--- src/rtl/relu_lane_arbiter.sv ---
// relu_lane_arbiter: per-lane FIFOs share one ReLU unit through a
// round-robin grant and a registered output, sequenced per layer.
`ifndef CNN_XLEN
`define CNN_XLEN 16
`endif

package relu_pkg;
    typedef enum logic {INVALID = 1'b0, VALID = 1'b1} pe_state_e;

    typedef struct packed {
        logic [`CNN_XLEN-1:0] data;
        pe_state_e            PE_state;
    } PE_OUT_PACKET;
endpackage

module relu_lane_arbiter
    import relu_pkg::*;
#(
    parameter int NUM_PE     = 4,
    parameter int FIFO_DEPTH = 4,
    parameter int CNT_WID    = 16,
    parameter int DIV_WID    = `CNN_XLEN
) (
    input  logic                      clk,
    input  logic                      reset,
    input  PE_OUT_PACKET              pe_in_pk [NUM_PE],
    output logic [NUM_PE-1:0]         pe_ready,
    input  logic                      layer_start,
    input  logic [CNT_WID-1:0]        layer_cnt,
    input  logic                      pool_stall,
    output PE_OUT_PACKET              relu_in_pk,
    output logic [$clog2(NUM_PE)-1:0] relu_lane,
    output logic                      busy,
    output logic                      layer_done,
    output logic                      overflow_err
);

    localparam int LW = $clog2(NUM_PE);
    localparam int AW = $clog2(FIFO_DEPTH);
    localparam int CW = $clog2(FIFO_DEPTH + 1);
    localparam logic [CW-1:0] FULL = CW'(FIFO_DEPTH);
    localparam logic [LW-1:0] LAST = LW'(NUM_PE - 1);
    localparam logic [LW:0]   NPE  = (LW + 1)'(NUM_PE);

    typedef enum logic [1:0] {IDLE, RUN, DONE} state_e;

    state_e state, state_nxt;

    logic [DIV_WID-1:0] mem [NUM_PE][FIFO_DEPTH];
    logic [AW-1:0]      wr_ptr [NUM_PE];
    logic [AW-1:0]      rd_ptr [NUM_PE];
    logic [CW-1:0]      count [NUM_PE];

    logic [NUM_PE-1:0]  push;
    logic [NUM_PE-1:0]  pop;
    logic [NUM_PE-1:0]  nonempty;
    logic               drop;

    logic [CNT_WID-1:0] remaining;
    logic [LW-1:0]      rr_ptr;
    logic               eligible;
    logic               grant;
    logic [LW-1:0]      gsel;
    logic [LW:0]        scan;
    logic [DIV_WID-1:0] head;

    // Lane status: readiness from the registered count, push/drop decode
    always_comb begin
        pe_ready = '0;
        push     = '0;
        pop      = '0;
        nonempty = '0;
        drop     = 1'b0;
        for (int i = 0; i < NUM_PE; i++) begin
            pe_ready[i] = (count[i] < FULL);
            nonempty[i] = (count[i] != '0);
            push[i]     = (pe_in_pk[i].PE_state == VALID) && pe_ready[i];
            pop[i]      = grant && (gsel == LW'(i));
            if ((pe_in_pk[i].PE_state == VALID) && !pe_ready[i])
                drop = 1'b1;
        end
    end

    // Round-robin search from rr_ptr, first non-empty lane wins
    always_comb begin
        eligible = (state == RUN) && (remaining != '0) && !pool_stall;
        grant    = 1'b0;
        gsel     = '0;
        scan     = '0;
        for (int k = 0; k < NUM_PE; k++) begin
            scan = {1'b0, rr_ptr} + (LW + 1)'(k);
            if (scan >= NPE)
                scan = scan - NPE;
            if (eligible && !grant && nonempty[scan[LW-1:0]]) begin
                grant = 1'b1;
                gsel  = scan[LW-1:0];
            end
        end
    end

    assign head = mem[gsel][rd_ptr[gsel]];

    // Lane FIFO storage; empty slots are never read, so no reset needed
    always_ff @(posedge clk) begin
        for (int i = 0; i < NUM_PE; i++) begin
            if (push[i])
                mem[i][wr_ptr[i]] <= pe_in_pk[i].data;
        end
    end

    // Lane FIFO pointers and occupancy
    always_ff @(posedge clk or posedge reset) begin
        if (reset) begin
            for (int i = 0; i < NUM_PE; i++) begin
                wr_ptr[i] <= '0;
                rd_ptr[i] <= '0;
                count[i]  <= '0;
            end
        end else begin
            for (int i = 0; i < NUM_PE; i++) begin
                if (push[i])
                    wr_ptr[i] <= wr_ptr[i] + 1'b1;
                if (pop[i])
                    rd_ptr[i] <= rd_ptr[i] + 1'b1;
                if (push[i] && !pop[i])
                    count[i] <= count[i] + 1'b1;
                else if (pop[i] && !push[i])
                    count[i] <= count[i] - 1'b1;
            end
        end
    end

    // Layer state register
    always_ff @(posedge clk or posedge reset) begin
        if (reset)
            state <= IDLE;
        else
            state <= state_nxt;
    end

    // Layer sequencing: start in IDLE only, finish on the last issue
    always_comb begin
        state_nxt = state;
        unique case (state)
            IDLE: begin
                if (layer_start)
                    state_nxt = (layer_cnt == '0) ? DONE : RUN;
            end
            RUN: begin
                if (grant && (remaining == CNT_WID'(1)))
                    state_nxt = DONE;
            end
            DONE:    state_nxt = IDLE;
            default: state_nxt = IDLE;
        endcase
    end

    assign busy       = (state != IDLE);
    assign layer_done = (state == DONE);

    // Packet budget and round-robin pointer
    always_ff @(posedge clk or posedge reset) begin
        if (reset) begin
            remaining <= '0;
            rr_ptr    <= '0;
        end else begin
            if ((state == IDLE) && layer_start)
                remaining <= layer_cnt;
            else if (grant)
                remaining <= remaining - 1'b1;
            if (grant)
                rr_ptr <= (gsel == LAST) ? '0 : gsel + 1'b1;
        end
    end

    // Registered ReLU feed; a stall yields a bubble, never a replay
    always_ff @(posedge clk or posedge reset) begin
        if (reset) begin
            relu_in_pk.data     <= '0;
            relu_in_pk.PE_state <= INVALID;
            relu_lane           <= '0;
        end else if (grant) begin
            relu_in_pk.data     <= head;
            relu_in_pk.PE_state <= VALID;
            relu_lane           <= gsel;
        end else begin
            relu_in_pk.data     <= '0;
            relu_in_pk.PE_state <= INVALID;
        end
    end

    // Sticky overflow flag, cleared only by reset
    always_ff @(posedge clk or posedge reset) begin
        if (reset)
            overflow_err <= 1'b0;
        else if (drop)
            overflow_err <= 1'b1;
    end

endmodule

--- config.mk ---
export PLATFORM = sky130hd
export DESIGN_NAME = relu_lane_arbiter
export DESIGN_NICKNAME = d
export VERILOG_FILES = /design/src/rtl/relu_lane_arbiter.sv
export SDC_FILE = /design/constraint.sdc
export NUM_CORES = 1
export LEC_CHECK = 0
export CORE_AREA = 5 5 147 254
export CTS_BUF_LIST = sky130_fd_sc_hd__clkbuf_16
export DETAILED_ROUTE_END_ITERATION = 16
export DIE_AREA = 0 0 152 259
export PLACE_DENSITY_LB_ADDON = 0.3
export REMOVE_ABC_BUFFERS = 1
export SETUP_SLACK_MARGIN = 0.02
export SYNTH_ARGS = -nofsm -noshare
export SYNTH_HDL_FRONTEND = slang
export SYNTH_SLANG_ARGS = --single-unit
export TNS_END_PERCENT = 100
--- constraint.sdc ---
create_clock -name clk -period 3.52 [get_ports clk]
set_input_delay 0.528 -clock clk [delete_from_list [all_inputs] [get_ports clk]]
set_output_delay 0.528 -clock clk [all_outputs]
set_load 0.01 [all_outputs]
==> After elaboration in Yosys (flattened, before gate mapping) <==
Memories as Yosys holds them, arrays and structs flattened.
Index checks and enable logic that the tools add are counted.
{ "classes": {"order_cmp": 22, "eq_ne": 8, "reduce_logical": 66, "bitwise": 6, "n_mux": 62, "add_sub_neg": 25} }
{ "op_table": {"columns": ["operator", "count"], "rows": [
  ["2-to-1 mux 64 bit", 4],
  ["demux 16 bit (select 2 bit)", 4],
  ["2-to-1 mux 16 bit", 8],
  ["logical AND 1 bit", 35],
  ["binary-select mux 16 bit (select 2 bit)", 1],
  ["2-to-1 mux 2 bit", 14],
  ["greater-or-equal comparator 3 bit, second input constant", 9],
  ["2-to-1 mux 3 bit", 8],
  ["adder 2 x 1 -> 2 bit, second input constant", 9],
  ["inverter 2 -> 3 bit", 6],
  ["2-to-1 mux 17 bit", 1],
  ["equality test 16 x 1 -> 1 bit, second input constant", 1],
  ["logical NOT 1 bit", 16],
  ["logical NOT 16 bit", 1],
  ["2-to-1 mux 1 bit", 16],
  ["nonzero test 16 bit", 1],
  ["subtractor 16 x 1 -> 16 bit, second input constant", 1],
  ["adder 3 x 1 -> 3 bit, second input constant", 4],
  ["< comparator 2 x 3 -> 1 bit, second input constant", 4],
  ["< comparator 3 x 1 -> 1 bit, second input constant", 4],
  ["< comparator 3 bit, second input constant", 4],
  ["nonzero test 2 bit", 6],
  ["nonzero test 3 bit", 4],
  ["subtractor 3 x 1 -> 3 bit, second input constant", 4],
  ["other kinds (13)", 24]
]} }
{ "totals": {"memories": 1, "wordCells": 209, "output_inout_bits": 26, "in_bits": 88, "regBits": 68, "mem_bits_rw": 256} }
{ "memory_table": {"columns": ["memory", "words", "width", "read_ports", "rd_clocked_by_memory_dff", "wr", "line", "source"], "rows": [
  ["mem", 4, 64, 1, 0, 4, "49", "logic [DIV_WID-1:0] mem [NUM_PE][FIFO_DEPTH];"]
]} }

==> Depth between registers and ports, before layout <==
{ "depth": {"depth_word": 27, "mapped_depth": 15, "mapped_depth_nobuf": 14} }

==> Worst setup path after synthesis <==
No wires, ideal clock.
{ "synth_path": {"path_type": "register to register", "start": "register remaining[10]", "end": "register count[2] (netlist bit)", "setup_ns": 0.080, "stages_incl_launch_ff": 15, "period_less_slack_ns": 3.435, "slack_ns": 0.085, "arrival_time_ns": 3.355, "path_cell_list": "dfrtp_1 -> or4_4 -> or4b_4 -> o31a_1 -> buf_6 -> nand2_2 -> inv_1 -> clkbuf_1 -> nand2_1 -> ha_1 -> inv_1 -> fa_1 -> xor2_1 -> nor2_1 -> xnor2_1"} }
{ "synth_rtl": {"columns": ["element", "line", "source"], "rows": [
  ["from (decl)", "59", "logic [CNT_WID-1:0] remaining;"],
  ["from (signal assigned)", "168", "remaining <= layer_cnt;"],
  ["from (signal assigned)", "170", "remaining <= remaining - 1'b1;"],
  ["nonzero test 16 bit (*)", "86", "eligible = (state == RUN) && (remaining != '0) && !pool_stall;"],
  ["logical AND 1 bit (*) (2 in series)", "86", null],
  ["logical AND 1 bit", "94", "if (eligible && !grant && nonempty[scan[LW-1:0]]) begin"],
  ["2-to-1 mux 1 bit", "94", null],
  ["logical NOT 1 bit", "94", null],
  ["logical AND 1 bit (2 in series)", "94", null],
  ["2-to-1 mux 1 bit", "94", null],
  ["logical NOT 1 bit", "94", null],
  ["(+3 left out)", null, null],
  ["logical NOT 1 bit", "94", null],
  ["logical AND 1 bit (2 in series)", "94", null],
  ["2-to-1 mux 1 bit (*)", "94", null],
  ["named net grant", "62", "logic grant;"],
  ["logical AND 1 bit (*)", "78", "pop[i] = grant && (gsel == LW'(i));"],
  ["logical NOT 1 bit", "125", "if (push[i] && !pop[i])"],
  ["logical AND 1 bit", "125", null],
  ["2-to-1 mux 3 bit or nonzero test 2 bit (tied branches)", null, null],
  ["to (signal, indexed assignment)", "126", "count[i] <= count[i] + 1'b1;"],
  ["to (signal, indexed assignment)", "128", "count[i] <= count[i] - 1'b1;"],
  ["to (decl)", "52", "logic [CW-1:0] count [NUM_PE];"]
]} }
The timed path passes the listed nets; every way through them passes the cells marked *.
A chain may end at the register's enable or synchronous reset.

==> Final worst setup path <==
{ "layout_path": {"start": "register remaining[11]", "end": "register count[10] (netlist bit)"} }
{ "layout_via": {"elab_chain_cells": 22} }
{ "layout_lines": {"columns": ["element", "line"], "rows": [
  ["nonzero test 16 bit (*)", "86"],
  ["logical AND 1 bit (*) (2 in series)", "86"],
  ["logical AND 1 bit", "94"],
  ["2-to-1 mux 1 bit", "94"],
  ["logical NOT 1 bit", "94"],
  ["logical AND 1 bit (2 in series)", "94"],
  ["2-to-1 mux 1 bit", "94"],
  ["logical NOT 1 bit", "94"],
  ["(+3 left out)", null],
  ["logical NOT 1 bit", "94"],
  ["logical AND 1 bit (2 in series)", "94"],
  ["2-to-1 mux 2 bit", "94"],
  ["logical NOT 2 bit", "78"],
  ["logical AND 1 bit (*)", "78"],
  ["logical NOT 1 bit", "125"],
  ["logical AND 1 bit", "125"],
  ["2-to-1 mux 3 bit or nonzero test 2 bit (tied branches)", null]
]} }
Mark *: on every way between the ends. The rest lies on a longest branch, timed or not.

==> Implementation_results.wiki <==
{| class="wikitable"
! Metric !! Value
|-
| Outcome || complete, no violations
|-
| Share of post-route cells with drive strength above 1 || 0.1115
|-
| Number of distinct library cells after synthesis || 60
|-
| Post-route total power || about 13 mW
|-
| Iteration count of the initial detailed-routing pass || 7
|-
| Critical path peak fanout || 5
|-
| DP Cell Count || about 1600
|-
| Sequential area share after synthesis || 0.6796
|-
| Slew HR || 0.2755
|-
| Period Utilization, post-route || 0.9506
|-
| Placer Congestion || roughly 0.8
|-
| Wire length of the first global-routing pass || approximately 57000 um
|-
| Wirelength per Cell || approximately 23 um
|-
| CP Launch Type || register
|-
| Highest metal used || met5
|-
| Worst Setup Slack, final || 173.8 ps
|-
| M1 WL || between 10000 and 15000 um
|-
| Area growth syn-to-layout || 19.67%
|-
| Commonest register cell after synthesis || sky130_fd_sc_hd__edfxtp_1
|-
| Number of I/O pins || ~110
|-
| Crit. End Element || register
|-
| Final-report max-slew violation count || 0
|-
| Count of final setup violators || 0
|-
| Worst slack after detailed placement || about 110 ps
|-
| GR Util All Layers || 0.1864
|-
| Placeable core region || 35070 sq um
|-
| Critical hold path startpoint || overflow_err$_DFFE_PP0P_
|-
| Worst Setup Path Type || reg2reg
|-
| Source-to-sink clock delay at the later pin of the worst-skew pair || 540 ps
|-
| Port bufs || around 110
|-
| Die X || 152 um
|-
| Critical path data required time || about 4000 ps
|-
| Synthesized area per cell || between 10 and 15 sq um
|-
| Worst-case clock buffer depth || 3
|-
| Die area || slightly below 40000 sq um
|-
| Met2 routed WL || between 20000 and 25000 um
|-
| Met3 Wirelength || 2239 um
|-
| Drt initial violations || 876
|-
| Leakage || ~5.6 nW
|-
| Count of buffers added by post-CTS timing repair for setup || 0
|-
| Starting utilization of the core area || 0.3940
|-
| Skew final || a little over 7 ps
|-
| Combined area of all synthesized cells || roughly 14000 sq um
|-
| Total of max-cap violations || 0
|-
| Hold_buf cts || 0
|-
| Maximum number of pins on one net before global-route repair || slightly below 90
|-
| Number of antenna violations at the first check in global routing || 2
|-
| Clock transition at the registers of the reported paths || roughly 60 ps
|-
| Final sum of negative setup slack || 0 ps
|-
| Via density || about 5.6
|-
| Filler Cell Count || approximately 3200
|-
| Placed Area || approximately 16000 sq um
|-
| Final Hold Violating Endpoints || 0
|-
| Final net count || between 1000 and 1500
|-
| Worst hold slack across all endpoints || 477.8 ps
|-
| Syn Inst Count || slightly above 1000
|-
| Via count || 9186
|-
| Count of placed standard cells in the final layout, fillers left out || 1632
|-
| Post-layout util || 0.4715
|-
| Number of remaining DRC errors || 0
|-
| Residual antenna-violating net count after detailed routing || 0
|-
| Crit. Startpoint || remaining[11]$_DFFE_PP0P_
|-
| Routed WL || about 38000 um
|-
| Die height || 259 um
|-
| Worst hold path type || reg2reg
|-
| Pwr/cell area || 794.7 nW/um^2
|-
| HPWL Detailed || between 20000 and 25000 um
|-
| Sinks on the clock net || 324
|-
| TritonCTS clock tree || built
|-
| Signal arrival time at the worst endpoint || between 3000 and 4000 ps
|-
| Gr ovfl total || 0
|-
| Flop and latch count out of synthesis || 324
|-
| Clock period minus worst slack || 3346 ps
|-
| Worst reg2reg path startpoint || remaining[11]$_DFFE_PP0P_
|-
| Summed area of non-filler cells in the final layout || about 17000 sq um
|-
| CTS Root Buffer Type || sky130_fd_sc_hd__clkbuf_16
|-
| Maximum level of the CTS H-tree || 1
|-
| Setup repair after global routing missed its margin || yes
|-
| Slew of the pin with the lowest slew margin || ~1100 ps
|-
| TritonCTS Buffers || 29
|-
| Post-cts repair resize count || 0
|-
| Post-synthesis async set-or-reset flop share || 0.2099
|-
| Worst voltage drop across the vdd grid || 622.5 uV
|-
| Number of enable flip-flop cells after synthesis || 256
|-
| Synth warn || 0
|-
| Number of standard-cell rows in the floorplan || 91
|-
| Via count of the first global-routing pass || 9574
|-
| Max Fclk || roughly 300 MHz
|}
## path summary, 6_finish.rpt
kind,end,slack [ps],depth (start not counted)
min in group asynchronous,remaining[11]$_DFFE_PP0P_,530,2
setup / recovery,count[10]$_DFFE_PP0P_,170,10
max in group asynchronous,relu_in_pk[16]$_DFF_PP0_,2240,3
setup reg to reg,count[10]$_DFFE_PP0P_,170,10
hold / removal,overflow_err$_DFFE_PP0P_,480,2
hold reg to reg,overflow_err$_DFFE_PP0P_,480,2
## metal layers
metal	vias up	GRT usage
met5	-	0
met2	344	0.3417
met1	4547	0.2127
li1	4202	-
met4	2	0.08823
met3	91	0.02752
## state kept, by name (all words and copies together) (netlist names)
signal	cells
mem	256
relu_in_pk	17
remaining	16
count	12
rd_ptr	8
wr_ptr	8
relu_lane	2
rr_ptr	2
state	2
overflow_err	1
## kinds of logic after synthesis
kind of cell,Yosys count,share of synthesized area
fa+ha+maj,28,0.02753
flops,324,0.6796
xor+xnor,32,0.02029
compound gates,254,0.1217
simple gates,284,0.1112
mux,4,0.003260
buf+inv,105,0.03641
## cells in the mapped netlist, types with 4 or more instances
master | count | area share
sky130_fd_sc_hd__mux2_2 | 4 | 0.0033
sky130_fd_sc_hd__nand4_1 | 36 | 0.016
sky130_fd_sc_hd__edfxtp_1 | 256 | 0.56
sky130_fd_sc_hd__nand3_1 | 75 | 0.027
sky130_fd_sc_hd__inv_1 | 26 | 0.0071
sky130_fd_sc_hd__o21ai_0 | 51 | 0.018
sky130_fd_sc_hd__and2_1 | 16 | 0.0072
sky130_fd_sc_hd__dfrtp_1 | 68 | 0.12
sky130_fd_sc_hd__nor2b_1 | 7 | 0.0032
sky130_fd_sc_hd__xnor2_1 | 24 | 0.015
sky130_fd_sc_hd__nor2_1 | 16 | 0.0043
sky130_fd_sc_hd__buf_6 | 8 | 0.0065
sky130_fd_sc_hd__nor4_1 | 7 | 0.0032
sky130_fd_sc_hd__or3_1 | 6 | 0.0027
sky130_fd_sc_hd__ha_1 | 24 | 0.022
sky130_fd_sc_hd__o22a_1 | 32 | 0.020
sky130_fd_sc_hd__xor2_1 | 8 | 0.0051
sky130_fd_sc_hd__buf_1 | 4 | 0.0011
sky130_fd_sc_hd__clkbuf_1 | 41 | 0.011
sky130_fd_sc_hd__nand2_1 | 30 | 0.0082
sky130_fd_sc_hd__o22ai_1 | 69 | 0.031
sky130_fd_sc_hd__a21oi_1 | 69 | 0.025
sky130_fd_sc_hd__o22ai_2 | 11 | 0.010
sky130_fd_sc_hd__nor3_1 | 70 | 0.025
sky130_fd_sc_hd__buf_2 | 23 | 0.0083
sky130_fd_sc_hd__fa_1 | 4 | 0.0058
## placed cells by master, fill, tap and decap left out, types with 23 or more instances in the layout
cell and n:
sky130_fd_sc_hd__xnor2_1 24, sky130_fd_sc_hd__clkdlybuf4s50_1 113, sky130_fd_sc_hd__o22ai_1 69, sky130_fd_sc_hd__nand2_1 29, sky130_fd_sc_hd__inv_1 32, sky130_fd_sc_hd__dfrtp_1 67
sky130_fd_sc_hd__buf_4 42, sky130_fd_sc_hd__clkbuf_16 29, sky130_fd_sc_hd__o21ai_0 51, sky130_fd_sc_hd__nand4_1 36, sky130_fd_sc_hd__ha_1 23, sky130_fd_sc_hd__nand3_1 75
sky130_fd_sc_hd__edfxtp_1 256, sky130_fd_sc_hd__o22a_1 32, sky130_fd_sc_hd__a21oi_1 68, sky130_fd_sc_hd__nor3_1 70
## critical path, cell delays in order (launching register included)
cell and delay, ps:
sky130_fd_sc_hd__dfrtp_2 430, sky130_fd_sc_hd__or4_4 540, sky130_fd_sc_hd__or4b_4 530, sky130_fd_sc_hd__o31a_4 350, sky130_fd_sc_hd__nand2_8 70, sky130_fd_sc_hd__buf_4 140
sky130_fd_sc_hd__nand3_1 170, sky130_fd_sc_hd__ha_1 260, sky130_fd_sc_hd__inv_1 80, sky130_fd_sc_hd__fa_1 410, sky130_fd_sc_hd__mux2_2 260
## power by group
part	internal, mW	switching, mW
registers	4.94	0.402
clock network	1.78	1.35
logic	1.72	2.95
total	8.44	4.70
## layout make-up
class                   count  area (sq um)  area share
diodes                      1         2.502   0.0001514
clock buffers              29         725.7     0.04389
clock inverters            23         201.4     0.01218
inverters                  27         102.6    0.006205
multi-input cells         602          3963      0.2397
flip-flops and latches    324          9390      0.5680
well taps                 465         581.8     0.03519
repair buffers            161          1567     0.09475
Note: power is estimated with default switching activity, not from simulation.
